==> src/rtl/mem_access_stage.sv <==
// mem_access_stage
// -----------------------------------------------------------------------------
// MEM-stage controller sitting between EX/MEM and MEM/WB. A load or store in
// the stage becomes a single request/acknowledge transaction on the data
// memory bus. The block steers store data onto byte lanes, extracts and
// extends load data, and holds the pipeline in Stall until the access
// completes or times out.
//
// Ports
//   clk, rst             rising-edge clock, synchronous active-high reset
//   MemReadIn/WriteIn    load / store in stage (both set = store)
//   MemSizeIn            00 byte, 01 half, 10 word, 11 illegal
//   MemSignedIn          sign-extend (1) or zero-extend (0) loads
//   ALUResultIn          effective byte address
//   WriteDataIn          right-justified store data
//   MemReq/We/Addr/WData/Be  registered memory request
//   MemAck, MemRData     one-cycle completion pulse with read data
//   ReadData             registered, aligned and extended load result
//   Stall                freeze upstream stages, bubble MEM/WB
//   AddrErr              combinational misalignment / illegal size flag
//   BusErr               one-cycle pulse after a timed-out access
// -----------------------------------------------------------------------------
module mem_access_stage #(
  parameter int unsigned TIMEOUT = 16
) (
  input  logic        clk,
  input  logic        rst,
  input  logic        MemReadIn,
  input  logic        MemWriteIn,
  input  logic [1:0]  MemSizeIn,
  input  logic        MemSignedIn,
  input  logic [31:0] ALUResultIn,
  input  logic [31:0] WriteDataIn,
  output logic        MemReq,
  output logic        MemWe,
  output logic [31:0] MemAddr,
  output logic [31:0] MemWData,
  output logic [3:0]  MemBe,
  input  logic        MemAck,
  input  logic [31:0] MemRData,
  output logic [31:0] ReadData,
  output logic        Stall,
  output logic        AddrErr,
  output logic        BusErr
);

  localparam int unsigned CNT_W = $clog2(TIMEOUT + 1);

  typedef enum logic [1:0] {IDLE, BUSY, DONE} state_e;

  state_e      state_q, state_d;
  logic        req_q, req_d;
  logic        we_q, we_d;
  logic [31:0] addr_q, addr_d;
  logic [31:0] wdata_q, wdata_d;
  logic [3:0]  be_q, be_d;
  logic [31:0] rdata_q, rdata_d;
  logic        buserr_q, buserr_d;
  logic [CNT_W-1:0] cnt_q, cnt_d;
  logic [1:0]  lane_q, lane_d;
  logic [1:0]  size_q, size_d;
  logic        signed_q, signed_d;
  logic        load_q, load_d;

  logic        op;
  logic [31:0] st_wdata;
  logic [3:0]  st_be;
  logic [7:0]  ld_byte;
  logic [15:0] ld_half;
  logic [31:0] ld_ext;

  assign op = MemReadIn | MemWriteIn;

  always_comb begin
    AddrErr = 1'b0;
    if (op) begin
      case (MemSizeIn)
        2'b01:   AddrErr = ALUResultIn[0];
        2'b10:   AddrErr = (ALUResultIn[1:0] != 2'b00);
        2'b11:   AddrErr = 1'b1;
        default: AddrErr = 1'b0;
      endcase
    end
  end

  // Store lane steering: replicate narrow data across the word and let the
  // byte enables pick the lane. Loads always fetch the whole word.
  always_comb begin
    st_wdata = WriteDataIn;
    st_be    = 4'b1111;
    if (MemWriteIn) begin
      case (MemSizeIn)
        2'b00: begin
          st_wdata = {4{WriteDataIn[7:0]}};
          st_be    = 4'b0001 << ALUResultIn[1:0];
        end
        2'b01: begin
          st_wdata = {2{WriteDataIn[15:0]}};
          st_be    = ALUResultIn[1] ? 4'b1100 : 4'b0011;
        end
        default: begin
          st_wdata = WriteDataIn;
          st_be    = 4'b1111;
        end
      endcase
    end
  end

  // Load extraction uses the lane/size/sign captured at request time, since
  // MemAddr itself is word aligned.
  always_comb begin
    case (lane_q)
      2'd0:    ld_byte = MemRData[7:0];
      2'd1:    ld_byte = MemRData[15:8];
      2'd2:    ld_byte = MemRData[23:16];
      default: ld_byte = MemRData[31:24];
    endcase
    ld_half = lane_q[1] ? MemRData[31:16] : MemRData[15:0];
    case (size_q)
      2'b00:   ld_ext = {{24{signed_q & ld_byte[7]}}, ld_byte};
      2'b01:   ld_ext = {{16{signed_q & ld_half[15]}}, ld_half};
      default: ld_ext = MemRData;
    endcase
  end

  // Transaction FSM: IDLE issues, BUSY waits for MemAck or timeout, DONE
  // releases the pipeline for exactly one cycle.
  always_comb begin
    state_d  = state_q;
    req_d    = req_q;
    we_d     = we_q;
    addr_d   = addr_q;
    wdata_d  = wdata_q;
    be_d     = be_q;
    rdata_d  = rdata_q;
    buserr_d = 1'b0;
    cnt_d    = cnt_q;
    lane_d   = lane_q;
    size_d   = size_q;
    signed_d = signed_q;
    load_d   = load_q;
    Stall    = 1'b0;
    case (state_q)
      IDLE: begin
        if (op && !AddrErr) begin
          Stall    = 1'b1;
          req_d    = 1'b1;
          we_d     = MemWriteIn;
          addr_d   = {ALUResultIn[31:2], 2'b00};
          wdata_d  = st_wdata;
          be_d     = st_be;
          lane_d   = ALUResultIn[1:0];
          size_d   = MemSizeIn;
          signed_d = MemSignedIn;
          load_d   = ~MemWriteIn;
          cnt_d    = '0;
          state_d  = BUSY;
        end
      end
      BUSY: begin
        Stall = 1'b1;
        if (MemAck) begin
          req_d   = 1'b0;
          if (load_q) begin
            rdata_d = ld_ext;
          end
          state_d = DONE;
        end else if (cnt_q == CNT_W'(TIMEOUT - 1)) begin
          req_d    = 1'b0;
          buserr_d = 1'b1;
          rdata_d  = '0;
          state_d  = DONE;
        end else begin
          cnt_d = cnt_q + CNT_W'(1);
        end
      end
      DONE: begin
        state_d = IDLE;
      end
      default: begin
        state_d = IDLE;
      end
    endcase
  end

  always_ff @(posedge clk) begin
    if (rst) begin
      state_q  <= IDLE;
      req_q    <= 1'b0;
      we_q     <= 1'b0;
      addr_q   <= '0;
      wdata_q  <= '0;
      be_q     <= '0;
      rdata_q  <= '0;
      buserr_q <= 1'b0;
      cnt_q    <= '0;
      lane_q   <= '0;
      size_q   <= '0;
      signed_q <= 1'b0;
      load_q   <= 1'b0;
    end else begin
      state_q  <= state_d;
      req_q    <= req_d;
      we_q     <= we_d;
      addr_q   <= addr_d;
      wdata_q  <= wdata_d;
      be_q     <= be_d;
      rdata_q  <= rdata_d;
      buserr_q <= buserr_d;
      cnt_q    <= cnt_d;
      lane_q   <= lane_d;
      size_q   <= size_d;
      signed_q <= signed_d;
      load_q   <= load_d;
    end
  end

  assign MemReq   = req_q;
  assign MemWe    = we_q;
  assign MemAddr  = addr_q;
  assign MemWData = wdata_q;
  assign MemBe    = be_q;
  assign ReadData = rdata_q;
  assign BusErr   = buserr_q;

endmodule
==> config.mk <==
export PLATFORM = sky130hd
export DESIGN_NAME = mem_access_stage
export DESIGN_NICKNAME = d
export VERILOG_FILES = /design/src/rtl/mem_access_stage.sv
export SDC_FILE = /design/constraint.sdc
export NUM_CORES = 1
export LEC_CHECK = 0
export ABC_AREA = 1
export BUFFER_PORTS_ARGS = -buffer_cell sky130_fd_sc_hd__buf_2
export CORE_MARGIN = 8
export CORE_UTILIZATION = 35
export CTS_CLUSTER_SIZE = 16
export DETAILED_ROUTE_END_ITERATION = 10
export PLACE_DENSITY = 0.59
export SYNTH_ARGS = -nofsm -noshare
export SYNTH_HDL_FRONTEND = slang
export SYNTH_SLANG_ARGS = --single-unit
export TNS_END_PERCENT = 30
==> constraint.sdc <==
create_clock -name clk -period 5.35 [get_ports clk]
set_input_delay 1.07 -clock clk [delete_from_list [all_inputs] [get_ports clk]]
set_output_delay 1.07 -clock clk [all_outputs]
set_load 0.05 [all_outputs]
==> flow_summary.json, run 1 <==
{
  "dpl.hpwl_um": 12300,
  "final_layout_size_suffix_gt1_frac": 0.301,
  "drt_first_pass_iters": 5,
  "diodes": 0,
  "drt_iter0_drc": 401,
  "h-tree-depth": 4,
  "p_leak_uw": 0.00318,
  "synth_cells": 720,
  "grt_max_degree": 90,
  "worstSetupStartpointType": "input port",
  "syn_area_per_cell_um2": 7.05,
  "dp_slack_ns": 1.94,
  "grt_pass1_wl_um": 26800,
  "synth_warnings": 0,
  "crit_chain": "buf_2, nor2_4, nor2_1, nor2_2, nand2_4, nand2_1, buf_2",
  "min_from": "MemAddr[17]$_SDFFE_PP0P_",
  "rsz0062_at_grt": "false",
  "swShare": 0.292,
  "floorplan.rows": 44,
  "placement.io_buffers": 206,
  "p_sw_uw": 774,
  "clock-sinks": 114,
  "cts_tree": "built",
  "fin_skew_ns": 0.00907,
  "layout_setup_ws_ns": 1.95,
  "timing.fmax_mhz": 294,
  "r2r_slack_ns": 2.99,
  "fin_cells": 1099,
  "initial_core_util": 0.353,
  "final-setup-viol-count": 0,
  "reg2reg_depth": 7,
  "die-area_um2": 18600,
  "hold_end": "MemAddr[17]$_SDFFE_PP0P_",
  "criticalPathCategory": "in2out",
  "cts_setup_buffers": 0,
  "antenna_found_initial": 1,
  "fin_nets": 1008,
  "tns_ns": 0,
  "reg2reg_to": "ReadData[26]$_SDFFE_PP0P_",
  "final_common_cell": "nand2_1",
  "ant_nets": 0,
  "grt_pass1_vias": 5145,
  "pwr-share-comb": 0.168,
  "grt.total_usage": 0.181,
  "crit_path_frequent_cell": "buf_2",
  "dp.cells": 1067,
  "drv_cap": 0,
  "relSlewSlack": 0.309,
  "reg2reg_from": "size_q[1]$_SDFFE_PP0P_",
  "cts-resized-gates": 0,
  "end_kind": "output port",
  "ys_ff_latch": 114,
  "synthDistinctLibCells": 34,
  "cp.required_ns": 4.28,
  "power_density_nw_per_um2": 391,
  "cpPeakStageDelay_ns": 0.26,
  "root_buffer": "clkbuf_16",
  "cts_hold_buf": 0,
  "ys_seq_area_frac": 0.449,
  "vdd_drop_max_mv": 0.224,
  "worstHoldPathType": "reg2reg",
  "final_cell_mix": "nand2_1 (229), buf_2 (205), a21oi_1 (125)",
  "gp_congestion": 0.830,
  "power.total_uw": 2650,
  "fp.dieW_um": 136,
  "numCtsBuffers": 17,
  "clk_latency_ns": 0.41,
  "cp_slowest_cell": "buf_2",
  "p_seq_frac": 0.349,
  "fin_crit_sh": 0.636,
  "overflow": 0,
  "io_pins": 209,
  "drv_slew": 0,
  "wl_per_cell_um": 15.6,
  "arrival_ns": 2.33,
  "die_y_um": 136,
  "drc": 0,
  "netlist_area_um2": 5080,
  "worstMarginPinSlew_ns": 1.04,
  "clk_pin_slew_ns": 0.06,
  "viasPerCell": 4.86,
  "p_int_uw": 1880,
  "layout_min_cycle_time_ns": 3.40,
  "run_status": "completed",
  "wirelength_um": 17100,
  "vias": 5342,
  "min_delay_path_depth": 2,
  "clkPwrFrac": 0.483,
  "crit_fanout": 33,
  "core_um2": 14400,
  "hold_violations": 0,
  "syn2layout_area_growth_pct": 33.7,
  "clock_path_buffers": 2
}
## power groups by stage
| stage | Sequential, µW | Combinational, µW | Clock (µW) |
|---|---|---|---|
| after floorplan | 1070 | 189 | 0 |
| after global placement | 944 | 446 | 0 |
| after detailed placement | 943 | 446 | 0 |
| after CTS | 926 | 448 | 1300 |
| after global routing | 931 | 484 | 1350 |
| final | 926 | 445 | 1280 |
## worst max-delay path by stage
| stage | start | depth (start not counted) | to | slack [ns] |
|---|---|---|---|---|
| after global placement | MemSizeIn[1] | 7 | Stall | 1.97 |
| after CTS | MemSizeIn[1] | 7 | Stall | 1.93 |
| final | MemSizeIn[1] | 7 | Stall | 1.95 |
| after floorplan | MemSizeIn[1] | 6 | Stall | 2.19 |
| after global routing | MemSizeIn[0] | 7 | Stall | 1.81 |
| after detailed placement | MemSizeIn[1] | 7 | Stall | 1.94 |
## synth_stat cells
cell / number / area share
buf_6: 2 / 0.0044
buf_1: 2 / 0.0015
nand3b_1: 1 / 0.0015
dfxtp_1: 114 / 0.45
buf_4: 8 / 0.012
buf_2: 11 / 0.011
inv_1: 31 / 0.023
nor2_1: 53 / 0.039
nand2_1: 229 / 0.17
nor2_2: 3 / 0.0037
nor3_1: 1 / 0.00098
nand3_1: 23 / 0.023
a21oi_1: 125 / 0.12
nand2_4: 1 / 0.0022
nor2_4: 1 / 0.0022
o21ai_0: 35 / 0.034
a211oi_1: 1 / 0.0015
nand3_2: 2 / 0.0039
inv_4: 1 / 0.0012
nand2_2: 10 / 0.012
o221ai_1: 2 / 0.0034
a31oi_1: 8 / 0.0099
o22ai_1: 2 / 0.0025
clkinv_1: 1 / 0.00074
and3_1: 1 / 0.0012
buf_8: 1 / 0.0030
o211ai_1: 4 / 0.0059
ha_1: 2 / 0.0049
a21oi_2: 9 / 0.016
or2_2: 9 / 0.011
nor4_1: 1 / 0.0012
clkbuf_1: 22 / 0.016
conb_1: 1 / 0.00074
o21a_1: 3 / 0.0044
## worst max-delay path, delay by kind of cell
family | cells | cell delay [ns]
AND/OR/NAND/NOR | 5 | 0.85
buffers and inverters | 2 | 0.39
## flip-flops by register name (all words and copies together), names as in the netlist, 2 cells and up
name	count
MemAddr	30
MemBe	4
MemWData	32
ReadData	32
cnt_q	5
lane_q	2
size_q	2
state_q	2
## layer usage
metal	routed length [µm]	vias up	part of all wire	track usage
met3	1930	19	0.11	0.0902
li1	-	2713	-	-
met2	7180	214	0.42	0.254
met5	13	-	0.00076	0
met1	7790	2394	0.45	0.239
met4	210	2	0.012	0.0519
## final cells by class
type                    count  area, µm²
clock buffers              21        470
clock inverters            11        199
fillers                  1505       7580
inverters                  33        126
multi-input cells         528       2430
flip-flops and latches    114       2280
well taps                 184        230
repair buffers            208       1050
## cells by family after synthesis
family	count (synthesis)	share of synthesized area
adders and majority gates	2	0.00493
AOI/OAI and AO/OA	189	0.201
buffers and inverters	79	0.0727
DFF	114	0.449
and+or+nand+nor	335	0.271
other	1	0.000738
## per-stage QoR
stage	cell area [µm²]	hold WS [ns]	util
floorplan	5080	0.439	-
global placement	6120	0.449	0.426
detailed placement	6120	0.452	0.426
CTS	6790	0.461	0.472
global route	6790	0.473	0.472
finish	6790	0.460	0.472
No activity file was read; power rests on OpenSTA's default activity.
==> run 2, diff against run 1 <==
--- a/config.mk
+++ b/config.mk
@@ -11,7 +11,7 @@
 export CORE_UTILIZATION = 35
 export CTS_CLUSTER_SIZE = 16
 export DETAILED_ROUTE_END_ITERATION = 10
-export PLACE_DENSITY = 0.59
+export PLACE_DENSITY = 0.62
 export SYNTH_ARGS = -nofsm -noshare
 export SYNTH_HDL_FRONTEND = slang
 export SYNTH_SLANG_ARGS = --single-unit
==> constraint.sdc (replaced) <==
create_clock -name clk -period 2.75 [get_ports clk]
set_input_delay 0.55 -clock clk [delete_from_list [all_inputs] [get_ports clk]]
set_output_delay 0.55 -clock clk [all_outputs]
set_load 0.05 [all_outputs]
==> flow_summary.json, run 2 (synthesis results as in run 1) <==
{
  "criticalPathCategory": "in2out",
  "fp.dieW_um": 136,
  "cts_hold_buf": 0,
  "wirelength_um": 17300,
  "dp.cells": 1077,
  "final_common_cell": "nand2_1",
  "pwr-share-comb": 0.180,
  "drt_iter0_drc": 378,
  "critical_path_depth": 7,
  "end_kind": "output port",
  "die-area_um2": 18600,
  "overflow": 0,
  "cp_slowest_cell": "buf_2",
  "initial_core_util": 0.353,
  "run_status": "completed",
  "drt_first_pass_iters": 5,
  "fin_nets": 1018,
  "final_layout_size_suffix_gt1_frac": 0.307,
  "rsz0062_at_grt": "false",
  "diodes": 0,
  "ant_nets": 0,
  "worstMarginPinSlew_ns": 0.624,
  "drv_cap": 0,
  "grt_max_degree": 49,
  "final-setup-viol-count": 0,
  "reg2reg_depth": 13,
  "wl_per_cell_um": 15.6,
  "core_um2": 14400,
  "grt.total_usage": 0.183,
  "p_seq_frac": 0.361,
  "fin_crit_sh": 0.812,
  "final_cell_mix": "nand2_1 (229), buf_2 (205), a21oi_1 (125)",
  "grt_pass1_vias": 5277,
  "worstSetupStartpointType": "input port",
  "cts_setup_buffers": 0,
  "crit_path_frequent_cell": "buf_2",
  "tns_ns": 0,
  "cp-startpoint": "MemSizeIn[0]",
  "h-tree-depth": 4,
  "clkPwrFrac": 0.459,
  "layout_min_cycle_time_ns": 2.23,
  "floorplan.rows": 44,
  "grt_pass1_wl_um": 26900,
  "gp_congestion": 0.856,
  "swShare": 0.294,
  "crit_fanout": 19,
  "clock-sinks": 114,
  "io_pins": 209,
  "fin_skew_ns": 0.00780,
  "power_density_nw_per_um2": 727,
  "syn2layout_area_growth_pct": 34.4,
  "die_y_um": 136,
  "clock_path_buffers": 2,
  "drc": 0,
  "relSlewSlack": 0.584,
  "p_sw_uw": 1460,
  "crit_family": "simple AND/OR/NAND/NOR gates",
  "timing.fmax_mhz": 448,
  "hold_violations": 0,
  "numCtsBuffers": 17,
  "clk_pin_slew_ns": 0.05,
  "reg2reg_to": "ReadData[30]$_SDFFE_PP0P_",
  "dpl.hpwl_um": 12700,
  "r2r_slack_ns": 0.77,
  "reg2reg_from": "cnt_q[0]$_SDFFE_PP0P_",
  "placement.io_buffers": 206,
  "antenna_found_initial": 1,
  "fin_cells": 1107,
  "crit_chain": "buf_2, nor2_4, nor2_1, nor2_2, nand2_4, nand2_1, buf_2",
  "vias": 5391,
  "clk_latency_ns": 0.41,
  "critPathCapture": "Stall",
  "p_leak_uw": 0.00321,
  "arrival_ns": 1.68,
  "vdd_drop_max_mv": 0.441,
  "worstHoldPathType": "in2reg",
  "cpPeakStageDelay_ns": 0.26,
  "cp.required_ns": 2.20,
  "viasPerCell": 4.87,
  "drv_slew": 0,
  "crit_buf_inv": 2,
  "p_int_uw": 3510,
  "cts_tree": "built",
  "cts-resized-gates": 0,
  "root_buffer": "clkbuf_16"
}
==> run 2: cell count changes in the layout (fill, tap and decap cells not counted), sizes merged <==
cell,delta
clkinv,+3
clkbuf,-2
inv,-2
buf,+10
bufinv,-1
==> run 2: layout make-up <==
cell class / count / area (µm²)
Tap cell: 184 / 230
Multi-Input combinational cell: 528 / 2430
Fill cell: 1514 / 7540
Sequential cell: 114 / 2280
Clock buffer: 19 / 443
Inverter: 33 / 126
Clock inverter: 11 / 163
Timing Repair Buffer: 218 / 1150
==> run 2: worst min path at each step <==
stage / startpoint / to / slack [ns] / cells after the start
5_1_grt: ALUResultIn[26] / MemAddr[26]$_SDFFE_PP0P_ / 0.37 / 3
2_1_floorplan: cnt_q[4]$_SDFFE_PP0P_ / cnt_q[4]$_SDFFE_PP0P_ / 0.44 / 2
3_5_place_dp: MemReq$_SDFFE_PP0P_ / MemReq$_SDFFE_PP0P_ / 0.45 / 2
3_3_place_gp: MemAddr[12]$_SDFFE_PP0P_ / MemAddr[12]$_SDFFE_PP0P_ / 0.45 / 2
6_report: MemAck / BusErr$_SDFF_PP0_ / 0.38 / 2
4_1_cts: ALUResultIn[26] / MemAddr[26]$_SDFFE_PP0P_ / 0.36 / 3
==> run 2: routing by layer <==
layer,vias up,GRT usage,wire length [µm]
met5,-,0,10
met1,2421,0.226,7590
met3,20,0.0795,1700
met2,217,0.278,7720
met4,2,0.0628,274
li1,2731,-,-
==> run 2: stage by stage <==
| stage | setup WS (ns) | area [µm²] | utilization | total power, µW | hold slack (ns) |
|---|---|---|---|---|---|
| after floorplan | 0.634 | 5080 | - | 2460 | 0.439 |
| after global placement | 0.576 | 6220 | 0.433 | 2720 | 0.450 |
| after detailed placement | 0.496 | 6220 | 0.433 | 2720 | 0.452 |
| after CTS | 0.503 | 6820 | 0.475 | 5010 | 0.362 |
| after global routing | 0.398 | 6820 | 0.475 | 5160 | 0.370 |
| final | 0.517 | 6820 | 0.475 | 4960 | 0.378 |
==> run 2: power by group through the flow <==
| stage | registers (µW) | clock network, µW | logic (µW) |
|---|---|---|---|
| 6_report | 1790 | 2280 | 894 |
| 5_1_grt | 1800 | 2400 | 965 |
| 2_1_floorplan | 2090 | 0 | 368 |
| 3_3_place_gp | 1830 | 0 | 894 |
| 3_5_place_dp | 1830 | 0 | 897 |
| 4_1_cts | 1790 | 2320 | 900 |
